## src/rtl/drive_arbiter_if.sv

```systemverilog
// Drive arbiter bus: three prioritized drive requests,
// overcurrent/fault control and the dual H-bridge outputs.
interface drive_arbiter_if;
  logic        lin_req;
  logic        man_req;
  logic        obs_req;
  logic [1:0]  lin_dir;
  logic [1:0]  man_dir;
  logic [1:0]  obs_dir;
  logic [18:0] lin_duty;
  logic [18:0] man_duty;
  logic [18:0] obs_duty;
  logic        oc_a;
  logic        oc_b;
  logic        fault_clr;
  logic        ina1;
  logic        ina2;
  logic        pwm_a;
  logic        inb1;
  logic        inb2;
  logic        pwm_b;
  logic [1:0]  grant;
  logic        fault;

  modport master (
    output lin_req, man_req, obs_req,
    output lin_dir, man_dir, obs_dir,
    output lin_duty, man_duty, obs_duty,
    output oc_a, oc_b, fault_clr,
    input  ina1, ina2, pwm_a,
    input  inb1, inb2, pwm_b,
    input  grant, fault
  );

  modport slave (
    input  lin_req, man_req, obs_req,
    input  lin_dir, man_dir, obs_dir,
    input  lin_duty, man_duty, obs_duty,
    input  oc_a, oc_b, fault_clr,
    output ina1, ina2, pwm_a,
    output inb1, inb2, pwm_b,
    output grant, fault
  );
endinterface

```

## src/rtl/drive_arbiter.sv

```systemverilog
// Priority drive arbiter with PWM, direction dead time and overcurrent trip.
// Optional soft start ramp: define DRIVE_ARB_SOFTSTART_EN.
module drive_arbiter #(
  parameter int unsigned PWM_PERIOD = 250000,
  parameter int unsigned DEADTIME   = 50000,
  parameter int unsigned OC_FILTER  = 1000,
  parameter int unsigned RAMP_STEP  = 15625
) (
  input logic       clk,
  input logic       rst_n,
  drive_arbiter_if.slave bus
);

  localparam int DW = $clog2(DEADTIME + 1);
  localparam int OW = $clog2(OC_FILTER + 1);

  localparam logic [18:0]   PER   = 19'(PWM_PERIOD);
  localparam logic [18:0]   LAST  = 19'(PWM_PERIOD - 1);
  localparam logic [DW-1:0] DLAST = DW'(DEADTIME - 1);
  localparam logic [OW-1:0] OCMAX = OW'(OC_FILTER);
`ifdef DRIVE_ARB_SOFTSTART_EN
  localparam logic [18:0]   STEP  = 19'(RAMP_STEP);
`else
  // A full-period step reaches any clamped target at once.
  localparam logic [18:0]   STEP  = PER;
`endif

  typedef enum logic [1:0] {
    IDLE,
    DRIVE,
    DEAD,
    FAULT
  } state_t;

  state_t        state_q;
  logic [18:0]   cnt_q;
  logic [18:0]   duty_q;
  logic [1:0]    dir_q;
  logic [1:0]    grant_q;
  logic [DW-1:0] dead_q;
  logic [OW-1:0] oca_q, oca_d;
  logic [OW-1:0] ocb_q, ocb_d;

  logic        win_any;
  logic [1:0]  win_dir;
  logic [18:0] win_duty;
  logic [1:0]  win_grant;
  logic [18:0] win_tgt;
  logic [18:0] entry_d;
  logic [18:0] wrap_d;
  logic        trip;
  logic        drv;

  function automatic logic [18:0] ramp(
    input logic [18:0] cur,
    input logic [18:0] tgt
  );
    if (tgt > cur)
      ramp = (tgt - cur > STEP) ? cur + STEP : tgt;
    else
      ramp = (cur - tgt > STEP) ? cur - STEP : tgt;
  endfunction

  always_comb begin
    win_any   = 1'b1;
    win_dir   = 2'b00;
    win_duty  = '0;
    win_grant = 2'b00;
    priority case (1'b1)
      bus.obs_req: begin
        win_dir   = bus.obs_dir;
        win_duty  = bus.obs_duty;
        win_grant = 2'b11;
      end
      bus.man_req: begin
        win_dir   = bus.man_dir;
        win_duty  = bus.man_duty;
        win_grant = 2'b10;
      end
      bus.lin_req: begin
        win_dir   = bus.lin_dir;
        win_duty  = bus.lin_duty;
        win_grant = 2'b01;
      end
      default: win_any = 1'b0;
    endcase
  end

  assign win_tgt = (win_duty >= PER) ? PER : win_duty;
  assign entry_d = ramp('0, win_tgt);
  assign wrap_d  = ramp(duty_q, win_tgt);

  always_comb begin
    oca_d = '0;
    ocb_d = '0;
    if (bus.oc_a)
      oca_d = (oca_q == OCMAX) ? oca_q : oca_q + OW'(1);
    if (bus.oc_b)
      ocb_d = (ocb_q == OCMAX) ? ocb_q : ocb_q + OW'(1);
  end

  assign trip = (oca_q == OCMAX) || (ocb_q == OCMAX);

  always_ff @(posedge clk or negedge rst_n) begin
    if (!rst_n) begin
      oca_q <= '0;
      ocb_q <= '0;
    end else begin
      oca_q <= oca_d;
      ocb_q <= ocb_d;
    end
  end

  always_ff @(posedge clk or negedge rst_n) begin
    if (!rst_n) begin
      state_q <= IDLE;
      cnt_q   <= '0;
      duty_q  <= '0;
      dir_q   <= 2'b11;
      grant_q <= 2'b00;
      dead_q  <= '0;
    end else if (trip) begin
      state_q <= FAULT;
    end else begin
      unique case (state_q)
        IDLE: begin
          if (win_any) begin
            state_q <= DRIVE;
            cnt_q   <= '0;
            duty_q  <= entry_d;
            dir_q   <= win_dir;
            grant_q <= win_grant;
          end
        end
        DRIVE: begin
          if (!win_any) begin
            state_q <= IDLE;
          end else if (win_dir != dir_q) begin
            state_q <= DEAD;
            dead_q  <= '0;
          end else if (cnt_q == LAST) begin
            cnt_q   <= '0;
            duty_q  <= wrap_d;
            grant_q <= win_grant;
          end else begin
            cnt_q <= cnt_q + 19'd1;
          end
        end
        DEAD: begin
          // Only the winner present at expiry is applied.
          if (dead_q != DLAST) begin
            dead_q <= dead_q + DW'(1);
          end else if (win_any) begin
            state_q <= DRIVE;
            cnt_q   <= '0;
            duty_q  <= entry_d;
            dir_q   <= win_dir;
            grant_q <= win_grant;
          end else begin
            state_q <= IDLE;
          end
        end
        FAULT: begin
          if (bus.fault_clr && !bus.oc_a && !bus.oc_b)
            state_q <= IDLE;
        end
        default: state_q <= IDLE;
      endcase
    end
  end

  // Decoded from registers so async reset clears the bridge at once.
  assign drv       = (state_q == DRIVE);
  assign bus.pwm_a = drv && (cnt_q < duty_q);
  assign bus.pwm_b = drv && (cnt_q < duty_q);
  assign bus.ina1  = drv && !dir_q[0];
  assign bus.ina2  = drv && dir_q[0];
  assign bus.inb1  = drv && dir_q[1];
  assign bus.inb2  = drv && !dir_q[1];
  assign bus.grant = drv ? grant_q : 2'b00;
  assign bus.fault = (state_q == FAULT);

endmodule

```

## src/flat_wrapper.sv

```systemverilog
// flat-port wrapper written by rule: the top's interface ports become plain ports
module drive_arbiter_flat 
#(
  parameter int unsigned PWM_PERIOD = 250000,
  parameter int unsigned DEADTIME   = 50000,
  parameter int unsigned OC_FILTER  = 1000,
  parameter int unsigned RAMP_STEP  = 15625
)
  (clk, rst_n, bus_lin_req, bus_man_req, bus_obs_req, bus_lin_dir, bus_man_dir, bus_obs_dir, bus_lin_duty, bus_man_duty, bus_obs_duty, bus_oc_a, bus_oc_b, bus_fault_clr, bus_ina1, bus_ina2, bus_pwm_a, bus_inb1, bus_inb2, bus_pwm_b, bus_grant, bus_fault);
  drive_arbiter_if bus_i ();
  input logic clk;
  input logic rst_n;
  input wire logic [$bits(bus_i.lin_req)-1:0] bus_lin_req;
  input wire logic [$bits(bus_i.man_req)-1:0] bus_man_req;
  input wire logic [$bits(bus_i.obs_req)-1:0] bus_obs_req;
  input wire logic [$bits(bus_i.lin_dir)-1:0] bus_lin_dir;
  input wire logic [$bits(bus_i.man_dir)-1:0] bus_man_dir;
  input wire logic [$bits(bus_i.obs_dir)-1:0] bus_obs_dir;
  input wire logic [$bits(bus_i.lin_duty)-1:0] bus_lin_duty;
  input wire logic [$bits(bus_i.man_duty)-1:0] bus_man_duty;
  input wire logic [$bits(bus_i.obs_duty)-1:0] bus_obs_duty;
  input wire logic [$bits(bus_i.oc_a)-1:0] bus_oc_a;
  input wire logic [$bits(bus_i.oc_b)-1:0] bus_oc_b;
  input wire logic [$bits(bus_i.fault_clr)-1:0] bus_fault_clr;
  output wire logic [$bits(bus_i.ina1)-1:0] bus_ina1;
  output wire logic [$bits(bus_i.ina2)-1:0] bus_ina2;
  output wire logic [$bits(bus_i.pwm_a)-1:0] bus_pwm_a;
  output wire logic [$bits(bus_i.inb1)-1:0] bus_inb1;
  output wire logic [$bits(bus_i.inb2)-1:0] bus_inb2;
  output wire logic [$bits(bus_i.pwm_b)-1:0] bus_pwm_b;
  output wire logic [$bits(bus_i.grant)-1:0] bus_grant;
  output wire logic [$bits(bus_i.fault)-1:0] bus_fault;
  assign bus_i.lin_req = bus_lin_req;
  assign bus_i.man_req = bus_man_req;
  assign bus_i.obs_req = bus_obs_req;
  assign bus_i.lin_dir = bus_lin_dir;
  assign bus_i.man_dir = bus_man_dir;
  assign bus_i.obs_dir = bus_obs_dir;
  assign bus_i.lin_duty = bus_lin_duty;
  assign bus_i.man_duty = bus_man_duty;
  assign bus_i.obs_duty = bus_obs_duty;
  assign bus_i.oc_a = bus_oc_a;
  assign bus_i.oc_b = bus_oc_b;
  assign bus_i.fault_clr = bus_fault_clr;
  assign bus_ina1 = bus_i.ina1;
  assign bus_ina2 = bus_i.ina2;
  assign bus_pwm_a = bus_i.pwm_a;
  assign bus_inb1 = bus_i.inb1;
  assign bus_inb2 = bus_i.inb2;
  assign bus_pwm_b = bus_i.pwm_b;
  assign bus_grant = bus_i.grant;
  assign bus_fault = bus_i.fault;
  drive_arbiter #(.PWM_PERIOD(PWM_PERIOD), .DEADTIME(DEADTIME), .OC_FILTER(OC_FILTER), .RAMP_STEP(RAMP_STEP)) u_core (.clk(clk), .rst_n(rst_n), .bus(bus_i));
endmodule
```

## config.mk

```make
export PLATFORM = sky130hd
export DESIGN_NAME = drive_arbiter_flat
export DESIGN_NICKNAME = d
export VERILOG_FILES = /design/src/rtl/drive_arbiter_if.sv /design/src/rtl/drive_arbiter.sv /design/src/flat_wrapper.sv
export SDC_FILE = /design/constraint.sdc
export NUM_CORES = 1
export LEC_CHECK = 0
export CAP_MARGIN = 20
export CORE_MARGIN = 1
export CORE_UTILIZATION = 55
export CTS_BUF_LIST = sky130_fd_sc_hd__clkbuf_4 sky130_fd_sc_hd__clkbuf_8
export CTS_CLUSTER_SIZE = 16
export DETAILED_ROUTE_END_ITERATION = 8
export PLACE_DENSITY_LB_ADDON = 0.25
export SYNTH_ARGS = -nofsm -noshare
export SYNTH_HDL_FRONTEND = slang
export SYNTH_SLANG_ARGS = --single-unit
```

## constraint.sdc

```tcl
create_clock -name clk -period 3.55 [get_ports clk]
set_input_delay 0.355 -clock clk [delete_from_list [all_inputs] [get_ports clk]]
set_output_delay 0.355 -clock clk [all_outputs]
set_load 0.02 [all_outputs]
```

Word-level counts from Yosys, hierarchy flattened --
Index checks and enable logic that the tools add are counted. Widths: inputs -> output; s select.
Storage, ports and cells: register bits 80, input bits 71, output and inout bits 9, logic and storage cells 124
Cells by class: add/sub/neg operators 9, order comparisons 8, equality and inequality tests 20, mux-type cells 57, bitwise operators 1, reductions and logical operators 21
Operators by type and width (count):
- $mux 19 | 20
- $pmux 19 s3 | 2
- $gt 19x18->1 const B | 4
- $mux 16 | 3
- $mux 10 | 4
- $mux 2 | 19
- $sub 19x19->19 | 2
- $pmux 16 s2 | 1
- $add 10x1->10 const B | 2
- $eq 10x10->1 const B | 2
- $add 19x1->19 const B | 1
- $add 19x18->19 const B | 1
- $eq 19x18->1 const B | 1
- $ge 19x18->1 const B | 1
- $gt 19x1->1 const B | 1
- $gt 19x19->1 | 1
- $lt 19x19->1 | 1
- $sub 1x19->19 const A | 1
- $sub 19x18->19 const B | 1
- $add 16x1->16 const B | 1
- $ne 16x16->1 const B | 1
- $ne 2x2->1 const B | 6
- $reduce_and 5->1 | 2
- $pmux 2 s4 | 1
- other kinds (20) | 37

Depth between registers and ports, before layout --
Gate-level depths: netlist of run 1.
word-level depth 13, depth in mapped cells 26, gate-level depth less buffers 21

Worst setup path before layout of run 1 --
Ideal clock, no wire load.
path type input-to-reg, from in bus_obs_req, to reg u_core.duty_q[4], setup time 0.104 ns, arrival 5.190 ns, data required time 3.446 ns, setup slack -1.744 ns, stages on the path 24, buffers on the path 4, cells stage by stage buf_4 inv_4 buf_4 a31oi_1 o31ai_2 nand3_1 nand3b_1 and2_1 clkbuf_1 nand2_1 inv_1 ha_1 clkbuf_1 a21oi_1 o21ai_0 a221o_1 a31o_2 a221oi_1 o311ai_0 a311o_1 nor4_4 a311oi_4 or4_1 o311ai_1
Between the ends: cells in the longest elaborated chain, start to end 11, elaborated cells on any way between the ends 30, classes of those cells add/sub (3); order compare (7); eq/ne (3); mux (16); reduce/logical (1)
RTL lines:
- start, declared | line flat_wrapper.sv:15 | input wire logic [$bits(bus_i.obs_req)-1:0] bus_obs_req;
- $mux 19 | line drive_arbiter.sv:69 | priority case (1'b1)
- $ge 19x18->1 | line drive_arbiter.sv:89 | assign win_tgt = (win_duty >= PER) ? PER : win_duty;
- $mux 19 | line drive_arbiter.sv:89
- $sub 19x19->19, on equally long branches | line drive_arbiter.sv:61, drive_arbiter.sv:59
- $gt 19x18->1, on equally long branches | line drive_arbiter.sv:61, drive_arbiter.sv:59
- $mux 19, on equally long branches | line drive_arbiter.sv:61, drive_arbiter.sv:59
- $mux 19 | line drive_arbiter.sv:58 | if (tgt > cur)
- $mux 19 | line drive_arbiter.sv:141 | end else if (cnt_q == LAST) begin
- $mux 19 | line drive_arbiter.sv:138 | end else if (win_dir != dir_q) begin
- $mux 19 | line drive_arbiter.sv:136 | if (!win_any) begin
- $pmux 19 s3 | line drive_arbiter.sv:125 | unique case (state_q)
- end signal, assigned | line drive_arbiter.sv:130 | duty_q <= entry_d;
- end signal, assigned | line drive_arbiter.sv:143 | duty_q <= wrap_d;
- end signal, assigned | line drive_arbiter.sv:156 | duty_q <= entry_d;
- end, declared | line drive_arbiter.sv:37 | logic [18:0] duty_q;
Several ways; a longest one is shown, not always the timed one. The select of a mux whose other input is x is not followed. A chain may end at the register's enable or synchronous reset.

Final worst setup path of run 1 --
from in bus_man_req, to reg u_core.duty_q[4]
Between the ends: cells in the longest elaborated chain, start to end 12, elaborated cells on any way between the ends 33, classes of those cells add/sub (3); order compare (7); eq/ne (3); mux (19); reduce/logical (1)
RTL lines:
- start, declared | line flat_wrapper.sv:14 | input wire logic [$bits(bus_i.man_req)-1:0] bus_man_req;
- $mux 19 (2 in a row) | line drive_arbiter.sv:69
- $ge 19x18->1 | line drive_arbiter.sv:89
- $mux 19 | line drive_arbiter.sv:89
- $sub 19x19->19, on equally long branches | line drive_arbiter.sv:61, drive_arbiter.sv:59
- $gt 19x18->1, on equally long branches | line drive_arbiter.sv:61, drive_arbiter.sv:59
- $mux 19, on equally long branches | line drive_arbiter.sv:61, drive_arbiter.sv:59
- $mux 19 | line drive_arbiter.sv:58
- $mux 19 | line drive_arbiter.sv:141
- $mux 19 | line drive_arbiter.sv:138
- $mux 19 | line drive_arbiter.sv:136
- $pmux 19 s3 | line drive_arbiter.sv:125
Several ways; a longest one is shown, not always the timed one. The select of a mux whose other input is x is not followed.

==> results of run 1 <==
==> what timing repair did <==
item,4_1_cts,5_1_grt
setup endpoints to repair,24,21
cloned,2,0
setup buffers,44,12
endpoints found under the hold margin,0,7
pin swaps,46,26
hold buffers,0,1
resized for setup,111,48
==> layer usage <==
layer  global-route usage  up-vias  wire length, um
met5                    0        -                0
met4                0.212        0             2200
met2                0.651      623            15300
met3               0.0535      212             2610
li1                     -     4540                -
met1                0.440     4774            12100
==> flip-flops by register name, summed over array words and instances (netlist names) <==
| register | flops |
|---|---|
| u_core.dir_q | 2 |
| u_core.duty_q | 19 |
| u_core.oca_q | 10 |
| u_core.grant_q | 2 |
| u_core.ocb_q | 10 |
| u_core.dead_q | 16 |
| u_core.cnt_q | 19 |
| u_core.state_q | 2 |
==> power groups by stage <==
stage / Combinational [mW] / Clock (mW) / Sequential [mW]
3_5_place_dp: 6.66 / 0 / 1.22
4_1_cts: 7.25 / 0.687 / 1.21
3_3_place_gp: 6.54 / 0 / 1.21
2_1_floorplan: 4.00 / 0 / 1.22
6_report: 8.14 / 0.675 / 1.23
5_1_grt: 8.58 / 0.723 / 1.23
==> final timing paths <==
path,slack (ns),end,cells after the start,start
setup / recovery,-1.51,u_core.duty_q[4],27,bus_man_req
hold / removal,0.39,u_core.duty_q[13],2,rst_n
setup reg to reg,-0.29,u_core.duty_q[4],16,u_core.duty_q[1]
hold reg to reg,0.48,u_core.grant_q[1],2,u_core.grant_q[1]
max in group asynchronous,2.53,u_core.dir_q[0],3,rst_n
min in group clk,0.48,u_core.grant_q[1],2,u_core.grant_q[1]
==> per-stage QoR <==
step           worst slack [ns]  hold slack (ns)  instance area (um^2)  cells
2_1_floorplan             -1.09           0.0594                  8640   1059
3_3_place_gp              -1.84            0.452                 11300   1524
3_5_place_dp              -2.00            0.455                 11300   1524
4_1_cts                   -1.04            0.199                 12100   1586
5_1_grt                   -1.58            0.394                 12500   1600
6_report                  -1.51            0.387                 12500   1600
==> placed cells by master (no fill, tap or decap), drive strengths merged, types with 17 or more instances in the layout <==
| cell | netlist | routed |
|---|---|---|
| o21ai | 67 | 67 |
| dfrtp | 78 | 78 |
| buf | 14 | 314 |
| xnor2 | 54 | 54 |
| dlygate4sd2 | 0 | 19 |
| nand2b | 17 | 17 |
| and2 | 32 | 32 |
| and3 | 21 | 21 |
| nand3b | 17 | 17 |
| nor2b | 20 | 20 |
| xor2 | 22 | 22 |
| nand2 | 113 | 113 |
| a21oi | 61 | 61 |
| mux2i | 21 | 21 |
| ha | 64 | 64 |
| clkdlybuf4s50 | 0 | 53 |
| a21o | 26 | 26 |
| nor3 | 18 | 18 |
| nand3 | 39 | 39 |
| inv | 58 | 59 |
| nor2 | 73 | 73 |
==> Yosys cell counts (all sizes together) (4+ instances only) <==
master / n
nor4: 11
a211o: 4
nor3: 18
or3: 13
a21oi: 61
a221o: 5
xor2: 22
o211ai: 8
ha: 64
a221oi: 7
a21o: 26
xnor2: 54
inv: 58
o21a: 9
mux2i: 21
o2bb2ai: 8
nand4: 11
and3: 21
a22oi: 10
o21ai: 67
nand4b: 5
and2: 32
nor2: 73
nor2b: 20
nand3b: 17
dfrtp: 78
nand3: 39
a211oi: 7
a2bb2oi: 11
a41oi: 6
o31ai: 10
mux2: 4
buf: 14
nor3b: 4
nand2b: 17
o21bai: 4
a31oi: 12
nand2: 113
clkbuf: 37
a21boi: 5
==> cell type report <==
cell class              count  area, um^2  area share
well taps                 188         235      0.0188
clock buffers              11         139      0.0111
inverters                  58         225      0.0180
flip-flops and latches     80        2000       0.160
repair buffers            388        3240       0.259
multi-input cells         870        6620       0.529
clock inverters             5        56.3     0.00450
==> cells by family (layout without fill, tap and decap cells) <==
kind of cell	count (synthesis)	in the layout	synth area share
and+or+nand+nor	408	408	0.252
other	1	1	0.000442
muxes	25	25	0.0301
xor gates and xnor gates	76	76	0.0784
buffers and inverters	109	462	0.0541
AOI/OAI and AO/OA	295	295	0.252
adders and majority gates	65	65	0.0967
DFF	80	80	0.236
==> worst max-delay path: stages <==
cell and delay (ns):
sky130_fd_sc_hd__buf_8 0.09, sky130_fd_sc_hd__buf_12 0.15, sky130_fd_sc_hd__and3b_1 0.21, sky130_fd_sc_hd__o31a_1 0.32, sky130_fd_sc_hd__a21oi_2 0.18, sky130_fd_sc_hd__nand3_2 0.12
sky130_fd_sc_hd__nand3b_1 0.18, sky130_fd_sc_hd__and2_4 0.22, sky130_fd_sc_hd__o211ai_1 0.16, sky130_fd_sc_hd__buf_4 0.18, sky130_fd_sc_hd__buf_4 0.12, sky130_fd_sc_hd__buf_4 0.13
sky130_fd_sc_hd__buf_4 0.13, sky130_fd_sc_hd__inv_1 0.05, sky130_fd_sc_hd__ha_1 0.18, sky130_fd_sc_hd__nand2b_4 0.17, sky130_fd_sc_hd__a21o_1 0.23, sky130_fd_sc_hd__a31oi_4 0.15
sky130_fd_sc_hd__o221ai_2 0.33, sky130_fd_sc_hd__a31oi_1 0.18, sky130_fd_sc_hd__xnor2_1 0.17, sky130_fd_sc_hd__a41o_1 0.25, sky130_fd_sc_hd__a21oi_4 0.18, sky130_fd_sc_hd__o21ai_1 0.11
sky130_fd_sc_hd__buf_6 0.18, sky130_fd_sc_hd__or4_1 0.50, sky130_fd_sc_hd__o311ai_1 0.09
==> results.txt, run 1 <==
The mean cell area of the mapped netlist came out at 8.02 um^2. The number of clock buffers inserted by TritonCTS is 9. The share of flip-flops with an asynchronous set or reset after synthesis came out at 1.00.

After detailed routing, the number of vias per cell comes to 6.34. The count of boundary I/O pins is 80. The area inside the core boundary is 15100 um^2.

STA puts the critical path data arrival time at 5.32 ns. The number of pins exceeding their max-slew limit in the final report is 0. The DRC violation total after the first TritonRoute iteration is 1069. Once layout is complete, the utilization of the core stands at 0.827. TritonCTS built the clock tree. The clock transition time at the flip-flop clock pins of the worst setup and hold paths is 0.08 ns. The overall track demand over capacity in global routing came out at 0.374. The total number of clock tree sinks is 80.

The achievable clock frequency is 198 MHz. The number of search-and-repair iterations in the first detailed-routing pass is 7. In this run the power spent charging and discharging nets is 4.75 mW. The synthesis-stage register bit count is 80. 0 antenna diodes ended up in the layout. The total negative slack came out at -27.05 ns.

Of the post-synthesis cell area, the dominant cell type holds 0.230. Data on the critical path is required at its endpoint by 3.81 ns. The number of enable flip-flop cells after synthesis came out at 0. The floorplan die width came out at 126 um. The design internal power came out at 5.30 mW.

The routed length per placed instance is 20.1 um. The net switching fraction of the power is 0.473. The number of fill cells in the layout is 843.

Of the total power, registers draw 0.122. The residual overflow from global routing came out at 0. Max-cap violations in this run came to 0. The number of distinct library cells after synthesis is 94. The flow ran to the end, but the final reports show violations.

The count of final setup violators came out at 19. Once routing completed, OpenROAD measured the worst setup slack at -1.51 ns. The net count of the finished layout is 1543. The global-route wire length before repair is 47.7 mm. The cell count after synthesis came out at 1059. The chip height came out at 126 um.

Compared with the post-synthesis result, the final layout area differs by 47.4%. The congestion estimate from routability-driven global placement came to 1.00. The checks that failed: setup timing. The kind of critical path is primary input to flip-flop. The count of buffers from port buffering is 79. The aggregate routed wire length is 32.1 mm. The initial cell density of the core came out at 0.561. STA classifies the critical path endpoint as a flip-flop. The number of design rule violations left after detail routing came out at 0.

The clock passes through at most 2 buffers. The worst-case IR drop observed on VDD is 547 uV. The share of the Yosys chip area taken by registers is 0.236. The worst clock skew came out at 0.0142 ns.

The class of the most critical hold timing path is primary input to async pin. The number of nets handed over by synthesis was 1195. The minimum period implied by the final worst setup slack is 5.06 ns. The number of nets still failing antenna checks after routing is 0.

The buffer type at the clock tree root is sky130_fd_sc_hd__clkbuf_8. The synthesized netlist occupies a cell area of 8490 um^2. In this run the tightest slew margin relative to its limit is 0.523. The via count of the first global-routing pass came out at 9952.

The share of cells above drive strength 1 is 0.322. The die covers 15900 um^2. The pin slew with the least headroom to its limit is 0.706 ns.

The number of standard-cell rows in the floorplan came out at 45. The HPWL reported at the end of detailed placement is 21.3 mm. The most used flip-flop cell after synthesis is sky130_fd_sc_hd__dfrtp_1. The initial antenna violation count is 0.

The proportion of power drawn by the clock network is 0.067. The clock latency reported for the late side of the worst-skew pair is 0.36 ns. Entering global routing, the biggest net connects 81 pins. The H-tree depth reported by CTS came out at 3.

By area the synthesized netlist is led by sky130_fd_sc_hd__dfrtp_1, sky130_fd_sc_hd__ha_1, sky130_fd_sc_hd__xnor2_1. The design draws 10.0 mW. The worst setup path is launched from a primary input.

The number of hold-slack violations in the final timing report came to 0. The combinational power share came out at 0.811. Summed over all instances, the cell type with the most area after synthesis is sky130_fd_sc_hd__dfrtp_1. The power per unit of standard cell area is 802 nW/um^2.

The count of warnings emitted by yosys came out at 0. Setup repair after global routing could not meet its margin everywhere. Of the available clock period, the critical path in the final layout requires 1.43. The maximum fanout count along the critical path is 19. The total leakage power is 5.75 nW. The detailed-route via count is 10100.
(Power assumes the default switching activity.)
==> run 2: changes to the inputs <==
- GPL_TIMING_DRIVEN: not set -> 0
==> run 2 against run 1 <==
Net effect: the flow still finishes with violations (setup timing); final area decreased by 10%; largest cell class unchanged; cell count decreased by 11%; critical path type unchanged; sequential share of layout area increased by 1.8 points; hold slack improved by 0.084 ns; sequential cell count unchanged; sequential power about the same; count of clock-buffer cells in the layout decreased by 1; largest power group unchanged; global-route usage decreased by 3.4 points.
==> results.txt, run 2 (synthesis gave the netlist of run 1 again) <==
The run finished, with violations left. The final reports fail on setup timing. The signal on the critical path passes through clkdlybuf4s50_1 > a2bb2oi_4 > nor3_4 > nand3_2 > nand3b_1 > and2_4 > buf_6 > o211ai_1 > ha_2 > inv_2 > fa_2 > and3_4 > buf_4 > a31o_2 > a221o_1 > a21o_1 > o21ai_0 > nor4_4 > buf_4 > a31oi_4 > buf_12 > buf_8 > mux2i_1 > o21ai_1. STA classifies the critical path startpoint as a primary input.

The residual overflow from global routing is 0. The peak supply drop came out at 491 uV. The net count reported at finish is 1369. Setup slack on the critical path of the routed design comes to -1.58 ns. The die is 126 um tall. The pin count of the biggest net entering global routing is 57. In the layout the commonest cells are sky130_fd_sc_hd__nand2_1, sky130_fd_sc_hd__buf_4, sky130_fd_sc_hd__dfrtp_1, sky130_fd_sc_hd__nor2_1, sky130_fd_sc_hd__ha_1. The via count of the first global-routing pass is 8793.

The global-route wire length before repair came out at 43.5 mm. The number of fill cells in the layout came out at 1047. The initial antenna violation count came out at 0.

On the critical path, the stage with the largest delay is an instance of sky130_fd_sc_hd__clkdlybuf4s50_1. From left edge to right edge, the die measures 126 um. The share of the clock period used by the worst path after layout came out at 1.44. The worst setup path is captured at a flip-flop. The routed layout has 9073 vias. In this run the clock root is driven by a sky130_fd_sc_hd__clkbuf_8.

The worst clock skew came out at 0.00901 ns. The number of search-and-repair iterations in the first detailed-routing pass is 6. The number of nets still failing antenna checks after routing came out at 0. Clock tree synthesis inserted a total of 9 buffers. For this design the static power due to leakage is 4.96 nW. The arrival time reported for the critical path endpoint is 5.37 ns. The number of standard-cell rows in the floorplan is 45. The full die area is 15900 um^2.

The clock transition time at the flip-flop clock pins of the worst setup and hold paths came out at 0.08 ns. The total instance count after detailed placement is 1326. In the final layout, the share of cells above drive strength 1 is 0.222. Setup repair after global routing could not meet its margin everywhere. The final weighted congestion in routability-driven placement is 1.03. The detailed-route vias per instance came out at 6.36. The count of final setup violators came out at 19. The area inside the core boundary came out at 15100 um^2.

The class of the most critical hold timing path is primary input to async pin. The count of buffers from port buffering is 78. The number of pins exceeding their max-slew limit in the final report is 0. The count of cells in the finished layout, fillers not included, comes to 1426.

The DRC violation total after the first TritonRoute iteration came out at 1042. The count of boundary I/O pins is 80. The worst slew margin relative to its limit came out at 0.413.

The total number of clock tree sinks is 80. TritonCTS built the clock tree. The maximum fanout count along the critical path is 5. The number of hold-slack violations in the final timing report is 0.

The antenna diode instance count is 0. The setup slack after placement came out at -2.96 ns. The overall track demand over capacity in global routing is 0.340.

The HPWL reported at the end of detailed placement came out at 19.0 mm. The minimum period implied by the final worst setup slack is 5.13 ns. In the final layout, the registers with the most flip-flops are u_core.cnt_q (19), u_core.duty_q (19), u_core.dead_q (16).

The power per unit of standard cell area came out at 769 nW/um^2. The pin slew with the least headroom to its limit is 0.873 ns. The clock tree synthesis step divided the H-tree into 3 levels.

The worst path required time is 3.79 ns. Across the run, the number of max-cap violations was 0. For this run, the slowest stage of the critical path takes 0.52 ns. At the later pin of the worst-skew pair, clock insertion delay measures 0.36 ns.

The aggregate routed wire length came out at 27.9 mm. The initial cell density of the core is 0.561. The number of design rule violations left after detail routing came out at 0. The synthesis-to-finish area growth is 32.6%. The most numerous cell type found on the critical path is sky130_fd_sc_hd__buf_4. The achievable clock frequency is 195 MHz. Dividing the detail-routed wire length by the instance count gives 19.6 um. The critical path is of the primary input to flip-flop type.

The commonest non-fill, non-tap cell in the layout is sky130_fd_sc_hd__nand2_1. In this run the deepest clock path goes through 2 buffers.
[run 2: changes by cell type in the layout (fill, tap and decap cells not counted), sizes merged]
cell / change
clkdlybuf4s50: -19
clkinv: -1
dlymetal6s2s: +5
bufinv: +2
dlygate4sd2: +12
clkdlybuf4s15: +2
clkbuf: +33
buf: -208
[run 2: metal layers]
| metal | part of all wire | wire length [um] | global-route usage | vias to the layer above |
|---|---|---|---|---|
| met5 | 0 | 0 | 0 | - |
| met4 | 0.046 | 1290 | 0.140 | 0 |
| met3 | 0.068 | 1900 | 0.0327 | 118 |
| met2 | 0.48 | 13400 | 0.581 | 487 |
| met1 | 0.41 | 11400 | 0.439 | 4283 |
| li1 | - | - | - | 4185 |
[run 2: final cells by class]
class	count	area, um^2	area share
buffer	46	358	0.0318
clock buffer	10	131	0.0117
clock inverter	6	115	0.0102
inverter	58	225	0.0200
multi-input combinational	870	6670	0.592
sequential	80	2000	0.178
tap	188	235	0.0209
timing repair buffer	168	1520	0.135
[run 2: report_power, final]
| part | switching [mW] | internal (mW) |
|---|---|---|
| clock network | 0.352 | 0.479 |
| registers | 0.181 | 1.07 |
| logic | 3.74 | 2.84 |
[run 2: what timing repair did]
| item | in CTS | in global routing |
|---|---|---|
| hold buffers | 1 | 0 |
| setup buffers | 67 | 19 |
| pin swaps | 58 | 45 |
| gates resized for setup | 159 | 60 |
| gates cloned | 4 | 1 |
| hold endpoints to repair | 22 | 0 |
| endpoints found under the setup margin | 42 | 37 |
[run 2: through the flow]
| step | TNS, ns | power, mW | util | instance area, um^2 | hold slack, ns |
|---|---|---|---|---|---|
| after floorplan | -19.61 | 5.22 | - | 8640 | 0.0594 |
| after global placement | -135.73 | 6.41 | 0.638 | 9660 | 0.454 |
| after detailed placement | -80.07 | 6.48 | 0.639 | 9680 | 0.295 |
| after CTS | -23.26 | 8.10 | 0.719 | 10900 | 0.471 |
| after global routing | -30.45 | 9.19 | 0.744 | 11300 | 0.492 |
| final | -28.80 | 8.66 | 0.744 | 11300 | 0.471 |
[run 2: worst paths after layout]
| kind | end | startpoint | slack [ns] | cells after the start |
|---|---|---|---|---|
| max | u_core.duty_q[11] | bus_obs_duty[10] | -1.58 | 24 |
| min | u_core.duty_q[13] | rst_n | 0.47 | 2 |
| max reg2reg | u_core.duty_q[12] | u_core.duty_q[9] | -0.43 | 13 |
| min reg2reg | u_core.grant_q[0] | u_core.grant_q[0] | 0.47 | 2 |
| max in group asynchronous | u_core.dead_q[0] | rst_n | 2.49 | 3 |
| min in group clk | u_core.grant_q[0] | u_core.grant_q[0] | 0.47 | 2 |
[run 2: worst max-delay path: cells and delay by family]
kind,cells,cell delay (ns)
buffers and inverters,7,1.27
AND/OR/NAND/NOR,6,0.93
AO/OA/AOI/OAI,8,1.93
multiplexers,1,0.22
adder cells (fa/ha/maj),2,0.65
==> run 3: changes to the inputs <==
- GPL_TIMING_DRIVEN: 0 -> not set
==> results of run 3 <==
Same layout as run 1: the final DEF is identical, and so are final timing and power.
